$ cat config.mk
export PLATFORM = sky130hd
export DESIGN_NAME = cmd_frame_tx
export DESIGN_NICKNAME = d
export VERILOG_FILES = /design/src/rtl/cmd_frame_defs_pkg.sv /design/src/rtl/cmd_frame_tx_pacer.sv /design/src/rtl/cmd_frame_tx.sv
export SDC_FILE = /design/constraint.sdc
export NUM_CORES = 1
export LEC_CHECK = 0
export CORE_MARGIN = 8
export CORE_UTILIZATION = 40
export CTS_CLUSTER_DIAMETER = 50
export DETAILED_ROUTE_END_ITERATION = 7
export PLACE_DENSITY = 0.72
export SYNTH_ARGS = -nofsm -noshare
export SYNTH_HDL_FRONTEND = slang
export SYNTH_SLANG_ARGS = --single-unit
$ cat constraint.sdc
create_clock -name clk -period 2.8 [get_ports clk]
set_input_delay 0.42 -clock clk [delete_from_list [all_inputs] [get_ports clk]]
set_output_delay 0.42 -clock clk [all_outputs]
set_load 0.005 [all_outputs]
$ cat src/rtl/cmd_frame_defs_pkg.sv
// Shared constants, state encoding and frame-building helpers for the command framer.
// Provides the default UART FIFO counter width when the UART defines are not already loaded.
`ifndef UART_FIFO_COUNTER_W
`define UART_FIFO_COUNTER_W 5
`endif

package cmd_frame_defs;

  localparam int unsigned PUSH_GAP_DEF   = 2;
  localparam int unsigned FIFO_DEPTH_DEF = 16;
  localparam int unsigned CNT_W          = `UART_FIFO_COUNTER_W;
  localparam int unsigned BYTE_W         = 8;
  localparam int unsigned IDX_W          = 3;

  localparam logic [BYTE_W-1:0] HDR0  = 8'hEB;
  localparam logic [BYTE_W-1:0] HDR1  = 8'h90;
  localparam logic [BYTE_W-1:0] TAIL0 = 8'h09;
  localparam logic [BYTE_W-1:0] TAIL1 = 8'hD7;

  localparam logic [BYTE_W-1:0] SWITCH_BOARD_ID = 8'hAB;

  localparam logic [BYTE_W-1:0] OP_0A = 8'h0A;
  localparam logic [BYTE_W-1:0] OP_0B = 8'h0B;
  localparam logic [BYTE_W-1:0] OP_A0 = 8'hA0;
  localparam logic [BYTE_W-1:0] OP_B0 = 8'hB0;
  localparam logic [BYTE_W-1:0] OP_AB = 8'hAB;
  localparam logic [BYTE_W-1:0] OP_BA = 8'hBA;
  localparam logic [BYTE_W-1:0] OP_AA = 8'hAA;
  localparam logic [BYTE_W-1:0] OP_55 = 8'h55;
  localparam logic [BYTE_W-1:0] OP_BB = 8'hBB;
  localparam logic [BYTE_W-1:0] OP_44 = 8'h44;

  typedef enum logic [4:0] {
    ST_IDLE = 5'b00001,
    ST_LOAD = 5'b00010,
    ST_SEND = 5'b00100,
    ST_GAP  = 5'b01000,
    ST_DONE = 5'b10000
  } state_e;

  // Checksum making SEQ+ID+OP+CHK wrap to zero.
  function automatic logic [BYTE_W-1:0] frame_chk(input logic [BYTE_W-1:0] s,
                                                  input logic [BYTE_W-1:0] id,
                                                  input logic [BYTE_W-1:0] op);
    logic [BYTE_W-1:0] sum;
    sum = BYTE_W'(s + id + op);
    return BYTE_W'(BYTE_W'(0) - sum);
  endfunction

  function automatic logic [BYTE_W-1:0] frame_byte(input logic [IDX_W-1:0]  idx,
                                                   input logic [BYTE_W-1:0] s,
                                                   input logic [BYTE_W-1:0] id,
                                                   input logic [BYTE_W-1:0] op,
                                                   input logic [BYTE_W-1:0] chk);
    logic [BYTE_W-1:0] b;
    case (idx)
      3'd0:    b = HDR0;
      3'd1:    b = HDR1;
      3'd2:    b = s;
      3'd3:    b = id;
      3'd4:    b = op;
      3'd5:    b = chk;
      3'd6:    b = TAIL0;
      default: b = TAIL1;
    endcase
    return b;
  endfunction

endpackage

$ cat src/rtl/cmd_frame_tx_pacer.sv
// cmd_frame_pacer: FIFO backpressure check and post-push gap counter for the framer.
// The push strobe is combinational so a full FIFO stalls exactly the cycles it is full.
`ifndef UART_FIFO_COUNTER_W
`define UART_FIFO_COUNTER_W 5
`endif

module cmd_frame_pacer
  import cmd_frame_defs::*;
#(
  parameter int unsigned PUSH_GAP   = PUSH_GAP_DEF,
  parameter int unsigned FIFO_DEPTH = FIFO_DEPTH_DEF
) (
  input  logic             clk,
  input  logic             rst,
  input  logic             i_send,
  input  logic             i_gap,
  input  logic [CNT_W-1:0] i_tf_counter,
  output logic             o_push,
  output logic             o_byte_taken
);

  localparam int unsigned GAP_W = (PUSH_GAP > 1) ? $clog2(PUSH_GAP) : 1;

  logic [GAP_W-1:0] r_gap_cnt;
  logic             w_space;

  assign w_space      = (i_tf_counter < CNT_W'(FIFO_DEPTH));
  assign o_push       = i_send & w_space;
  // Last gap cycle: the byte has been paced out and the framer may move on.
  assign o_byte_taken = i_gap & (r_gap_cnt == GAP_W'(PUSH_GAP - 1));

  always_ff @(posedge clk or posedge rst) begin
    if (rst) begin
      r_gap_cnt <= '0;
    end else if (o_push) begin
      r_gap_cnt <= '0;
    end else if (i_gap) begin
      r_gap_cnt <= r_gap_cnt + GAP_W'(1);
    end
  end

endmodule

$ cat src/rtl/cmd_frame_tx.sv
// cmd_frame_tx: builds EB 90 SEQ ID OP CHK 09 D7 frames and paces them into the UART TX FIFO.
// Optional feature macro CMD_FRAME_TX_SEQ_EN enables the per-frame sequence counter.
`ifndef UART_FIFO_COUNTER_W
`define UART_FIFO_COUNTER_W 5
`endif

module cmd_frame_tx
  import cmd_frame_defs::*;
#(
  parameter int unsigned PUSH_GAP   = PUSH_GAP_DEF,
  parameter int unsigned FIFO_DEPTH = FIFO_DEPTH_DEF
) (
  input  logic                            clk,
  input  logic                            rst,
  input  logic                            req,
  input  logic [7:0]                      dest_id,
  input  logic [7:0]                      opcode,
  input  logic [`UART_FIFO_COUNTER_W-1:0] tf_counter,
  output logic                            ready,
  output logic                            tf_push,
  output logic [7:0]                      tdr,
  output logic                            done,
  output logic [7:0]                      seq
);

  state_e            r_state;
  state_e            w_next;
  logic [BYTE_W-1:0] r_id;
  logic [BYTE_W-1:0] r_op;
  logic [BYTE_W-1:0] r_chk;
  logic [BYTE_W-1:0] r_tdr;
  logic [IDX_W-1:0]  r_idx;
  logic [BYTE_W-1:0] w_seq;
  logic              w_push;
  logic              w_byte_taken;
  logic              w_accept;

`ifdef CMD_FRAME_TX_SEQ_EN
  logic [BYTE_W-1:0] r_seq;

  always_ff @(posedge clk or posedge rst) begin
    if (rst) begin
      r_seq <= '0;
    end else if (r_state == ST_DONE) begin
      r_seq <= r_seq + BYTE_W'(1);
    end
  end

  assign w_seq = r_seq;
`else
  assign w_seq = 8'h00;
`endif

  assign w_accept = req & (r_state == ST_IDLE);

  cmd_frame_pacer #(
    .PUSH_GAP   (PUSH_GAP),
    .FIFO_DEPTH (FIFO_DEPTH)
  ) u_pacer (
    .clk          (clk),
    .rst          (rst),
    .i_send       (r_state == ST_SEND),
    .i_gap        (r_state == ST_GAP),
    .i_tf_counter (tf_counter),
    .o_push       (w_push),
    .o_byte_taken (w_byte_taken)
  );

  always_ff @(posedge clk or posedge rst) begin
    if (rst) begin
      r_state <= ST_IDLE;
    end else begin
      r_state <= w_next;
    end
  end

  always_comb begin
    w_next = r_state;
    unique case (r_state)
      ST_IDLE: if (req) w_next = ST_LOAD;
      ST_LOAD: w_next = ST_SEND;
      ST_SEND: if (w_push) w_next = ST_GAP;
      ST_GAP:  if (w_byte_taken) w_next = (r_idx == IDX_W'(7)) ? ST_DONE : ST_LOAD;
      ST_DONE: w_next = ST_IDLE;
      default: w_next = ST_IDLE;
    endcase
  end

  // Frame fields are captured once at acceptance and held until the next request.
  always_ff @(posedge clk or posedge rst) begin
    if (rst) begin
      r_id  <= '0;
      r_op  <= '0;
      r_chk <= '0;
      r_idx <= '0;
      r_tdr <= '0;
    end else begin
      if (w_accept) begin
        r_id  <= dest_id;
        r_op  <= opcode;
        r_chk <= frame_chk(w_seq, dest_id, opcode);
        r_idx <= '0;
      end else if ((r_state == ST_GAP) && w_byte_taken && (r_idx != IDX_W'(7))) begin
        r_idx <= r_idx + IDX_W'(1);
      end
      if (r_state == ST_LOAD) begin
        r_tdr <= frame_byte(r_idx, w_seq, r_id, r_op, r_chk);
      end
    end
  end

  assign ready   = (r_state == ST_IDLE);
  assign done    = (r_state == ST_DONE);
  assign tf_push = w_push;
  assign tdr     = r_tdr;
  assign seq     = w_seq;

endmodule

-- Word-level counts from Yosys, hierarchy flattened
Cells that the tools add are included.
- logic and storage cells: 47
- input bits: 24
- register bits: 41
- output and inout port bits: 19
- $lt $le $gt $ge: 1
- mux-type cells: 10
- $add $sub $neg: 4
- eq/ne operators: 16
- reduce and logical (&&, ||, !) cells: 6
- bitwise gates (word level): 3
- operators with widths (kind ; count):
    case mux 8 bit (7 select lines) ; 1
    two-way mux 5 bit ; 4
    case mux 5 bit (4 select lines) ; 1
    equality test 3 bit, second input constant ; 4
    adder 8 bit ; 1
    subtractor 1 x 8 -> 8 bit, first input constant ; 1
    equality test 3 x 2 -> 1 bit, second input constant ; 2
    two-way mux 3 bit ; 2
    != test 2 bit, second input constant ; 3
    equality test 5 x 1 -> 1 bit, second input constant ; 1
    equality test 5 x 2 -> 1 bit, second input constant ; 1
    equality test 5 x 3 -> 1 bit, second input constant ; 1
    equality test 5 x 4 -> 1 bit, second input constant ; 1
    equality test 5 bit, second input constant ; 1
    less-than comparator 5 bit, second input constant ; 1
    nonzero test 2 bit ; 2
    adder 3 x 1 -> 3 bit, second input constant ; 1
    AND 1 bit ; 3
    equality test 3 x 1 -> 1 bit, second input constant ; 1
    logical NOT 3 bit ; 1
    != test 3 bit, second input constant ; 1
    AND reduction 3 bit ; 1
    logical AND 1 bit ; 2
    two-way mux 1 bit ; 2
    adder 1 bit, second input constant ; 1

-- Depth between registers and ports, before layout
Gate-level depths: netlist of the first run.
- depth in word-level cells: 6
- gate-level depth with buffers: 9
- gate-level depth less buffers: 9

-- By module
Synthesis of the first run repeated with hierarchy kept, for this count alone.
- cell total of the unflattened synthesis: 242
- area total of the unflattened synthesis: 2391.0 µm²
- by module, submodules not included (module ; times used ; seq. area each (µm²) ; cells an instance ; area an instance (µm²)):
    cmd_frame_tx ; 1 ; 1002.2 ; 236 ; 2333.5
    cmd_frame_pacer ; 1 ; 25.0 ; 6 ; 57.6

-- Worst setup path after synthesis of the first run
OpenSTA, ideal clock, no wires.
- path kind: flip-flop to flip-flop
- start point: register r_state[0]
- end point: register r_op[7]
- period minus slack after synthesis: 2.160 ns
- data arrival time: 2.035 ns
- library setup time: 0.125 ns
- buffers on the path: 3
- stages on the path, launching flop included: 7
- data required time: 2.675 ns
- slack: 0.640 ns
- cell sequence: dfstp_2 -> buf_2 -> or4b_1 -> or3b_1 -> buf_6 -> buf_6 -> mux2_4
- cells in the longest elaborated chain, start to end: 2
- RTL lines (item ; line ; source):
    start: declaration ; cmd_frame_tx.sv:26 ; state_e r_state;
    start signal: assignment ; cmd_frame_tx.sv:73 ; r_state <= w_next;
    equality test 5 x 1 -> 1 bit ; cmd_frame_tx.sv:54 ; assign w_accept = req & (r_state == ST_IDLE);
    AND 1 bit ; cmd_frame_tx.sv:54 ;
    end signal: assignment ; cmd_frame_tx.sv:100 ; r_op <= opcode;
    end: declaration ; cmd_frame_tx.sv:29 ; logic [BYTE_W-1:0] r_op;
Every way passes these cells.
A chain may end at the register's enable or synchronous reset.

-- Final worst setup path of the first run
- start point: register r_state[0]
- end point: output ready
- cells in the longest elaborated chain, start to end: 1
- RTL lines (item ; line ; source):
    equality test 5 x 1 -> 1 bit ; cmd_frame_tx.sv:112 ; assign ready = (r_state == ST_IDLE);
    end: declaration ; cmd_frame_tx.sv:19 ; output logic ready,
Every way passes these cells.

==> results of run 1 <==
## Yosys cell counts (2+ instances only)
library cell | count | share of area
dfrtp_1 | 40 | 0.43
nand2_1 | 27 | 0.043
inv_1 | 22 | 0.035
o21ai_0 | 22 | 0.047
ha_1 | 19 | 0.10
a21oi_1 | 11 | 0.023
nor2_1 | 9 | 0.014
buf_4 | 8 | 0.026
a21o_1 | 7 | 0.022
clkbuf_1 | 7 | 0.011
mux2_2 | 5 | 0.024
nor3_1 | 4 | 0.0085
a222oi_1 | 3 | 0.013
buf_2 | 3 | 0.0064
buf_6 | 3 | 0.014
nor4_1 | 3 | 0.0080
o21a_1 | 3 | 0.0096
o22ai_1 | 3 | 0.0080
xor2_1 | 3 | 0.011
a31oi_1 | 2 | 0.0053
a32oi_1 | 2 | 0.0075
and2_1 | 2 | 0.0053
nand2b_1 | 2 | 0.0053
nand3_1 | 2 | 0.0043
nand4b_1 | 2 | 0.0075
nor2b_1 | 2 | 0.0053
nor4b_1 | 2 | 0.0075
o31ai_1 | 2 | 0.0064
xnor2_1 | 2 | 0.0075
## final timing paths
path	from	end	cells after the start
min reg2reg	tdr[3]	tdr[3]	2
min	tdr[3]	tdr[3]	2
max reg2reg	r_state[0]	r_op[7]	4
min in group asynchronous	rst	tdr[7]	3
max	r_state[0]	ready	3
max in group asynchronous	rst	r_state[0]	3
## placed cells by master (no fill, tap or decap), types with 2 or more instances in the layout
master and instances:
a32oi_1 2, clkdlybuf4s50_1 30, nand3_1 2, nor4_1 3, o31ai_1 2, a31oi_1 2
xnor2_1 2, nor3_1 4, ha_1 19, o21a_1 3, a21oi_1 11, xor2_1 3
nand4b_1 2, o22ai_1 3, nor2b_1 2, nand2b_1 2, nand2_1 27, mux2_2 5
and2_1 2, clkbuf_8 6, a222oi_1 3, dfrtp_1 40, o21ai_0 22, buf_4 2
inv_1 22, nor4b_1 2, a21o_1 7, conb_1 8, nor2_1 9
## metal layers
metal | global-route usage | share of wire | wire [µm]
met4 | 0.04430 | 0.015 | 74
met3 | 0.03560 | 0.053 | 254
met1 | 0.1487 | 0.46 | 2217
met2 | 0.1913 | 0.47 | 2244
met5 | 0 | 0 | 0
## logic make-up (layout without fill, tap and decap cells)
group,count (synthesis),count (layout)
simple gates,62,62
fa+ha+maj,20,20
xor+xnor,5,5
flops,41,41
mux,6,6
compound gates,64,64
other cells,1,8
buf+inv,43,62
## layout make-up
class                   instances  share of cell area
multi-input cells             165              0.4089
repair buffers                 32              0.1140
flip-flops and latches         41              0.3713
inverters                      22             0.02985
clock buffers                   7             0.03121
clock inverters                 1             0.01085
well taps                      75             0.03392
## state kept, by name, indices dropped and copies added (netlist names)
name and flops:
r_state 5, r_chk 8, u_pacer.r_gap_cnt 1, r_op 8
r_idx 3, r_id 8, tdr 8
## report_power, final
part	internal [mW]	switching, mW	total, mW
Combinational	0.391	0.320	0.710
Clock	0.291	0.203	0.494
Sequential	0.842	0.170	1.01
Total	1.52	0.693	2.22
## through the flow
step / setup WS, ps / std cells
2_1_floorplan: 639.9 / 249
3_3_place_gp: 235.4 / 335
3_5_place_dp: 179.7 / 335
4_1_cts: 372.8 / 343
5_1_grt: 325.2 / 343
6_report: 390.9 / 343
## tightest hold or removal path, cell delays in order (launching register included)
cell	delay (ps)
dfrtp_1	350
nand2_1	50
o21ai_0	60
==> impl_metrics.csv, run 1 <==
group,metric,value,unit
outcome,status,"complete, no violations",
clocking,clk_latency,290,ps
route,drtIter0Drc,105,
final_layout,ff_latch_area,0.001027,mm²
timing,fmax,415.1,MHz
final_layout,postLayoutCellArea,0.002766,mm²
route,drc,0,
clocking,cts_tree,"done",
clocking,post_cts_resize_count,0,
timing,layout_worst_path_cycle_share,0.8604,
route,drt_pass1_iterations,4,
final_layout,antenna_cells,0,
placed_design,io_buffer_count,30,
timing,worst_pin_slew,525.7,ps
yosys,ys_types,49,
pwr,p_total,2.216,mW
route,vias_per_cell,4.948,
timing,slew_violations,0,
worst_setup_path,regToRegSetupSlack,590,ps
worst_setup_path,critical-path-slowest-cell,"dfstp_2",
grt,grt_pass1_wl,8314,µm
clocking,root_buffer,"clkbuf_8",
clocking,postCtsSetupBuffers,0,
final_layout,utilization,0.4757,
route,drtAntennaViolNets,0,
floorplanning,start_util,0.4040,
worst_setup_path,cpLargestDelayFamily,"flip-flops",
placed_design,dpl-instance-area,0.002650,mm²
worst_setup_path,path_class,"register to primary output",
yosys,synth_seq_cells,41,
clocking,clk_path_buf_depth,2,
flow_run,max_cap_violations,0,
final_layout,fill_cells,564,
yosys,async_flop_share,1.000,
route,routed_wl,4791,µm
clocking,numCtsBuffers,5,
timing,setup_viol,0,
yosys,synthMuxAreaShare,0.03035,
worst_setup_path,cp.arrival,1990,ps
yosys,synthFlopType,"dfrtp_1",
pwr,power.density,801.1,mW/mm²
hold_path,hold_class,"register to register",
grt,overflow,0,
yosys,synth-edff-count,0,
yosys,synthCells,242,
floorplanning,dieArea,0.008583,mm²
yosys,synth-compound-area-share,0.1757,
yosys,yosys_warnings,0,
yosys,synth_xor_xnor_area_share,0.01864,
yosys,synthAdderAreaFrac,0.1097,
floorplanning,num_rows,28,
final_layout,final_net_count,311,
timing,skew,7.268,ps
yosys,syn_area,0.002350,mm²
worst_setup_path,cp_slowest_stage_delay,620,ps
placed_design,dp_hpwl,3502,µm
floorplanning,die_w,92.65,µm
timing,slew_headroom,0.6495,
clocking,numClockSinks,41,
timing,period_needed,2409,ps
timing,hold_ws,486.0,ps
grt,grt_pass1_vias,1767,
clocking,cts_max_level,2,
yosys,ys_seq_area_frac,0.4372,
worst_setup_path,cp-start-kind,"register",
final_layout,multi_input_area,0.001131,mm²
final_layout,drive_above_1_share,0.06343,
placed_design,gp_congestion,0.8100,
grt,grt_use_total,0.1195,
yosys,synth-simple-area-share,0.1342,
timing,finalHoldViolCount,0,
floorplanning,ios,43,
timing,fin_tns_setup,0,ps
pwr,vdd_ir_drop_max,0.0004323,V
clocking,cts.hold.buffers_added,0,
worst_setup_path,cp.required,2380,ps
route,wl_per_cell,13.97,µm
floorplanning,coreArea,0.005816,mm²
grt,antenna_found_initial,0,
route,vias,1697,
clocking,clk_pin_slew_worst_paths,80,ps
worst_setup_path,cp_cell_sequence,"or4b_1 -> nor2_1 -> clkdlybuf4s50_1",
grt,grt_max_degree,46,
floorplanning,die_y,92.65,µm
timing,rsz0062_at_grt,"no",
worst_setup_path,setup.worst_path.end_class,"primary output",
worst_setup_path,path_max_fanout,10,
pwr,leakagePower,1.295,nW
yosys,syn_avg_cell_area,9.710,µm²
final_layout,syn_to_final_growth,17.73,%
yosys,synth_top_family_by_area,"compound AO/OA/AOI/OAI gates",
worst_setup_path,timing.critical_path.buf_inv,1,
Note: power is estimated with default switching activity, not from simulation.
==> run 2, diff against run 1 <==
--- a/config.mk
+++ b/config.mk
@@ -5,6 +5,7 @@
 export SDC_FILE = /design/constraint.sdc
 export NUM_CORES = 1
 export LEC_CHECK = 0
+export CORE_ASPECT_RATIO = 1.2
 export CORE_MARGIN = 8
 export CORE_UTILIZATION = 40
 export CTS_CLUSTER_DIAMETER = 50
==> run 2 against run 1 <==
Sequential power hardly changed. Critical endpoint unchanged. Setup slack better by 24 ps. Sequential share of layout area is 0.41 points higher. Flip-flop and latch count stayed put. Highest routed layer unchanged. Worst hold slack worse by 4.5 ps.
==> impl_metrics.csv, run 2 (synthesis results as in run 1) <==
group,metric,value,unit
route,vias,1724,
clocking,clk_path_buf_depth,2,
placed_design,dp_hpwl,3431,µm
route,drt_pass1_iterations,4,
clocking,clk_latency,290,ps
final_layout,drive_above_1_share,0.05597,
floorplanning,die_w,85.97,µm
pwr,vdd_ir_drop_max,0.0002664,V
worst_setup_path,setup.worst_path.end_class,"primary output",
grt,grt_pass1_vias,1788,
timing,skew,6.496,ps
route,vias_per_cell,4.954,
floorplanning,die_y,99.96,µm
placed_design,io_buffer_count,30,
worst_setup_path,cp.arrival,1970,ps
pwr,p_total,2.070,mW
grt,overflow,0,
final_layout,antenna_cells,0,
floorplanning,coreArea,0.005668,mm²
grt,grt_pass1_wl,7872,µm
timing,slew_headroom,0.6700,
hold_path,hold_class,"register to register",
final_layout,syn_to_final_growth,16.45,%
route,drc,0,
worst_setup_path,cp-start-kind,"register",
grt,antenna_found_initial,0,
floorplanning,num_rows,30,
worst_setup_path,path_max_fanout,10,
route,wl_per_cell,12.95,µm
pwr,leakagePower,1.276,nW
worst_setup_path,critical-path-slowest-cell,"dfstp_2",
worst_setup_path,path_class,"register to primary output",
timing,finalHoldViolCount,0,
worst_setup_path,cp_cell_sequence,"or4b_1 -> nor2_1 -> clkdlybuf4s50_1",
timing,slew_violations,0,
timing,fmax,419.2,MHz
timing,worst_pin_slew,488.1,ps
pwr,power.density,756.4,mW/mm²
clocking,numClockSinks,41,
worst_setup_path,cp.required,2380,ps
clocking,numCtsBuffers,5,
flow_run,max_cap_violations,0,
grt,grt_use_total,0.1118,
final_layout,final_common_cell,"dfrtp_1",
timing,layout_worst_path_cycle_share,0.8519,
timing,fin_tns_setup,0,ps
clocking,cts_tree,"done",
final_layout,utilization,0.4828,
clocking,clk_pin_slew_worst_paths,70,ps
worst_setup_path,timing.critical_path.buf_inv,1,
worst_setup_path,cpLargestDelayFamily,"flip-flops",
floorplanning,start_util,0.4146,
timing,setup_viol,0,
clocking,cts_max_level,2,
clocking,post_cts_resize_count,0,
worst_setup_path,cp_slowest_stage_delay,610,ps
timing,layout_setup_ws,414.6,ps
final_layout,fill_cells,555,
route,routed_wl,4506,µm
floorplanning,ios,43,
timing,period_needed,2385,ps
clocking,root_buffer,"clkbuf_8",
floorplanning,dieArea,0.008593,mm²
route,drtAntennaViolNets,0,
final_layout,final_net_count,311,
final_layout,layout_common_cells,"dfrtp_1, clkdlybuf4s50_1, nand2_1, inv_1, o21ai_0",
placed_design,gp_congestion,0.8561,
timing,rsz0062_at_grt,"no",
outcome,status,"complete, no violations",
placed_design,place_ws,180.9,ps
route,drtIter0Drc,75,
grt,grt_max_degree,46,
clocking,postCtsSetupBuffers,0,
clocking,cts.hold.buffers_added,0,
## run 2: cell types whose count changed in the layout (fill, tap and decap cells not counted)
cell	delta
clkbuf_1	+2
bufinv_16	-1
clkbuf_8	-1
## run 2: final cells by class
class                   count  area [µm²]  share of cell area
inverters                  22       82.58             0.03018
multi-input cells         165        1131              0.4134
well taps                  80       100.1             0.03658
flip-flops and latches     41        1027              0.3754
clock buffers               8       80.08             0.02926
repair buffers             32       315.3              0.1152
## run 2: power by group
group	internal (mW)	total [mW]	switching, mW	leakage, nW
combinational	0.390	0.704	0.314	0.726
sequential	0.842	1.00	0.162	0.510
clock	0.177	0.362	0.185	0.0395
total	1.41	2.07	0.660	1.28
## run 2: metal layers
layer | track usage | vias up | wire length (µm) | part of all wire
met3 | 0.03271 | 5 | 252 | 0.056
met1 | 0.1236 | 797 | 1974 | 0.44
met5 | 0 | - | 0 | 0
li1 | - | 878 | - | -
met2 | 0.1964 | 44 | 2210 | 0.49
met4 | 0.04054 | 0 | 69 | 0.015
## run 2: path summary, 6_finish.rpt
kind	cells past startpoint	end	from	slack [ps]
worst max-delay path	3	ready	r_state[0]	410
worst min-delay path	2	tdr[3]	tdr[3]	480
worst max register to register	4	r_op[7]	r_state[0]	620
worst min register to register	2	tdr[3]	tdr[3]	480
max in group asynchronous	3	r_state[0]	rst	1890
min in group asynchronous	3	r_op[1]	rst	540
## run 2: stage by stage
stage          std cells  hold slack (ps)  area [µm²]
2_1_floorplan        249            441.3        2376
3_3_place_gp         340            457.9        2656
3_5_place_dp         340            467.5        2656
4_1_cts              348            487.0        2736
5_1_grt              348            508.9        2736
6_report             348            481.5        2736
## run 2: worst reg2reg max path, stage by stage (launching register included)
cell and delay [ps]:
dfstp_2 610, or4b_1 460, or3b_1 390, buf_4 270, mux2_4 340
==> run 3, diff against run 2 <==
--- a/config.mk
+++ b/config.mk
@@ -10,7 +10,8 @@
 export CORE_UTILIZATION = 40
 export CTS_CLUSTER_DIAMETER = 50
 export DETAILED_ROUTE_END_ITERATION = 7
-export PLACE_DENSITY = 0.72
+export DONT_BUFFER_PORTS = 1
+export PLACE_DENSITY = 0.62
 export SYNTH_ARGS = -nofsm -noshare
 export SYNTH_HDL_FRONTEND = slang
 export SYNTH_SLANG_ARGS = --single-unit
==> constraint.sdc (replaced) <==
create_clock -name clk -period 2.8 [get_ports clk]
set_input_delay 0.42 -clock clk [delete_from_list [all_inputs] [get_ports clk]]
set_output_delay 0.42 -clock clk [all_outputs]
set_load 0.02 [all_outputs]
==> run 3 against run 2 <==
Combinational power shrank 20%. Power shrank 1.4%. Critical endpoint is now r_op[7]. Sequential power grew 9%. Maximum frequency grew 8.7%. Critical path depth grew 1. Largest power group unchanged.
==> impl_metrics.csv, run 3 (synthesis results as in run 1) <==
group,metric,value,unit
route,wl_per_cell,14.73,µm
final_layout,final_net_count,282,
worst_setup_path,crit-reg2reg-launch,"r_state[0]",
worst_setup_path,cp_slowest_stage_delay,620,ps
floorplanning,die_w,85.97,µm
final_layout,antenna_cells,0,
timing,skew,3.056,ps
timing,rsz0062_at_grt,"no",
worst_setup_path,cp.required,2980,ps
timing,layout_worst_path_cycle_share,0.7839,
clocking,numCtsBuffers,5,
floorplanning,coreArea,0.005668,mm²
outcome,status,"complete, no violations",
final_layout,syn_to_final_growth,4.260,%
floorplanning,num_rows,30,
worst_setup_path,cpLargestDelayFamily,"simple AND/OR/NAND/NOR gates",
timing,finalHoldViolCount,0,
grt,antenna_found_initial,0,
worst_setup_path,cp-start-kind,"register",
floorplanning,ios,43,
timing,slew_headroom,0.5771,
worst_setup_path,cp.arrival,2380,ps
pwr,vdd_ir_drop_max,0.0002916,V
clocking,cts_max_level,2,
final_layout,fill_cells,581,
clocking,cts_tree,"done",
clocking,clk_latency,290,ps
placed_design,dp_hpwl,3529,µm
timing,slew_violations,0,
worst_setup_path,timing.critical_path.buf_inv,1,
clocking,clk_pin_slew_worst_paths,70,ps
worst_setup_path,startpoint,"r_state[0]",
route,vias_per_cell,5.104,
timing,fin_tns_setup,0,ps
placed_design,dpl-instance-area,0.002364,mm²
worst_setup_path,path_class,"register to register",
final_layout,drive_above_1_share,0.07143,
route,drtAntennaViolNets,0,
clocking,cts.hold.buffers_added,0,
floorplanning,start_util,0.4146,
route,vias,1623,
final_layout,final_common_cell,"dfrtp_1",
grt,grt_max_degree,46,
worst_setup_path,critical-path-slowest-cell,"dfstp_2",
final_layout,postLayoutCellArea,0.002450,mm²
timing,worst_pin_slew,629.6,ps
grt,grt_use_total,0.1138,
final_layout,layout_common_cells,"dfrtp_1, nand2_1, inv_1, o21ai_0, ha_1",
clocking,numClockSinks,41,
hold_path,hold_class,"input port to asynchronous set/reset pin",
placed_design,io_buffer_count,0,
clocking,root_buffer,"clkbuf_8",
worst_setup_path,cp_cell_sequence,"or4b_1 -> or3b_1 -> buf_4 -> mux2_4",
worst_setup_path,path_max_fanout,45,
route,drt_pass1_iterations,5,
pwr,leakagePower,1.171,nW
timing,setup_viol,0,
pwr,power.density,832.7,mW/mm²
route,drc,0,
worst_setup_path,setup.worst_path.end_class,"register",
floorplanning,die_y,99.96,µm
grt,grt_pass1_vias,1669,
clocking,postCtsSetupBuffers,0,
route,routed_wl,4685,µm
timing,period_needed,2195,ps
clocking,post_cts_resize_count,0,
grt,grt_pass1_wl,7776,µm
placed_design,gp_congestion,0.8029,
timing,fmax,455.6,MHz
route,drtIter0Drc,75,
flow_run,max_cap_violations,0,
clocking,clk_path_buf_depth,2,
floorplanning,dieArea,0.008593,mm²
grt,overflow,0,
## run 3: changes by cell type in the layout (fill, tap and decap cells not counted)
| cell | change |
|---|---|
| buf_4 | +1 |
| clkbuf_1 | -2 |
| clkbuf_8 | +1 |
| clkdlybuf4s50_1 | -30 |
## run 3: worst register-to-register path, stage by stage (launching register included)
cell	delay (ps)
dfstp_2	620
or4b_1	470
or3b_1	390
buf_4	260
mux2_4	340
## run 3: path summary, 6_finish.rpt
check	endpoint	slack [ps]	cells past startpoint
max in group asynchronous	r_state[0]	2290	2
min in group clk	r_id[1]	270	1
max reg2reg	r_op[7]	610	4
max	r_op[7]	610	4
min reg2reg	r_op[5]	480	2
min	tdr[1]	140	2
## run 3: final cells by class
class | instances | area (µm²) | share of cell area
clock buffer | 7 | 86.33 | 0.03524
inverter | 22 | 82.58 | 0.03371
multi-input combinational | 165 | 1131 | 0.4617
sequential | 41 | 1027 | 0.4193
tap | 80 | 100.1 | 0.04086
timing repair buffer | 3 | 22.52 | 0.009193
## run 3: metrics by stage
stage / setup slack [ps] / hold slack, ps / total power [mW] / cells / util
5_1_grt: 529.0 / 206.9 / 2.198 / 318 / 0.4322
6_report: 605.2 / 140.9 / 2.040 / 318 / 0.4322
2_1_floorplan: 639.9 / 441.3 / 1.569 / 249 / -
3_5_place_dp: 607.0 / 468.5 / 1.675 / 311 / 0.4170
3_3_place_gp: 615.3 / 457.5 / 1.646 / 311 / 0.4170
4_1_cts: 595.7 / 154.8 / 2.067 / 318 / 0.4322
## run 3: per-layer routing
layer / global-route usage / up-vias / wire length (µm) / part of all wire
met4: 0.05676 / 0 / 90 / 0.019
met5: 0 / - / 0 / 0
li1: - / 819 / - / -
met1: 0.1305 / 755 / 2116 / 0.45
met2: 0.1840 / 41 / 2133 / 0.46
met3: 0.03843 / 8 / 346 / 0.074
## run 3: power by group
part | switching (mW) | internal [mW]
logic | 0.300 | 0.261
clock network | 0.191 | 0.195
registers | 0.251 | 0.842
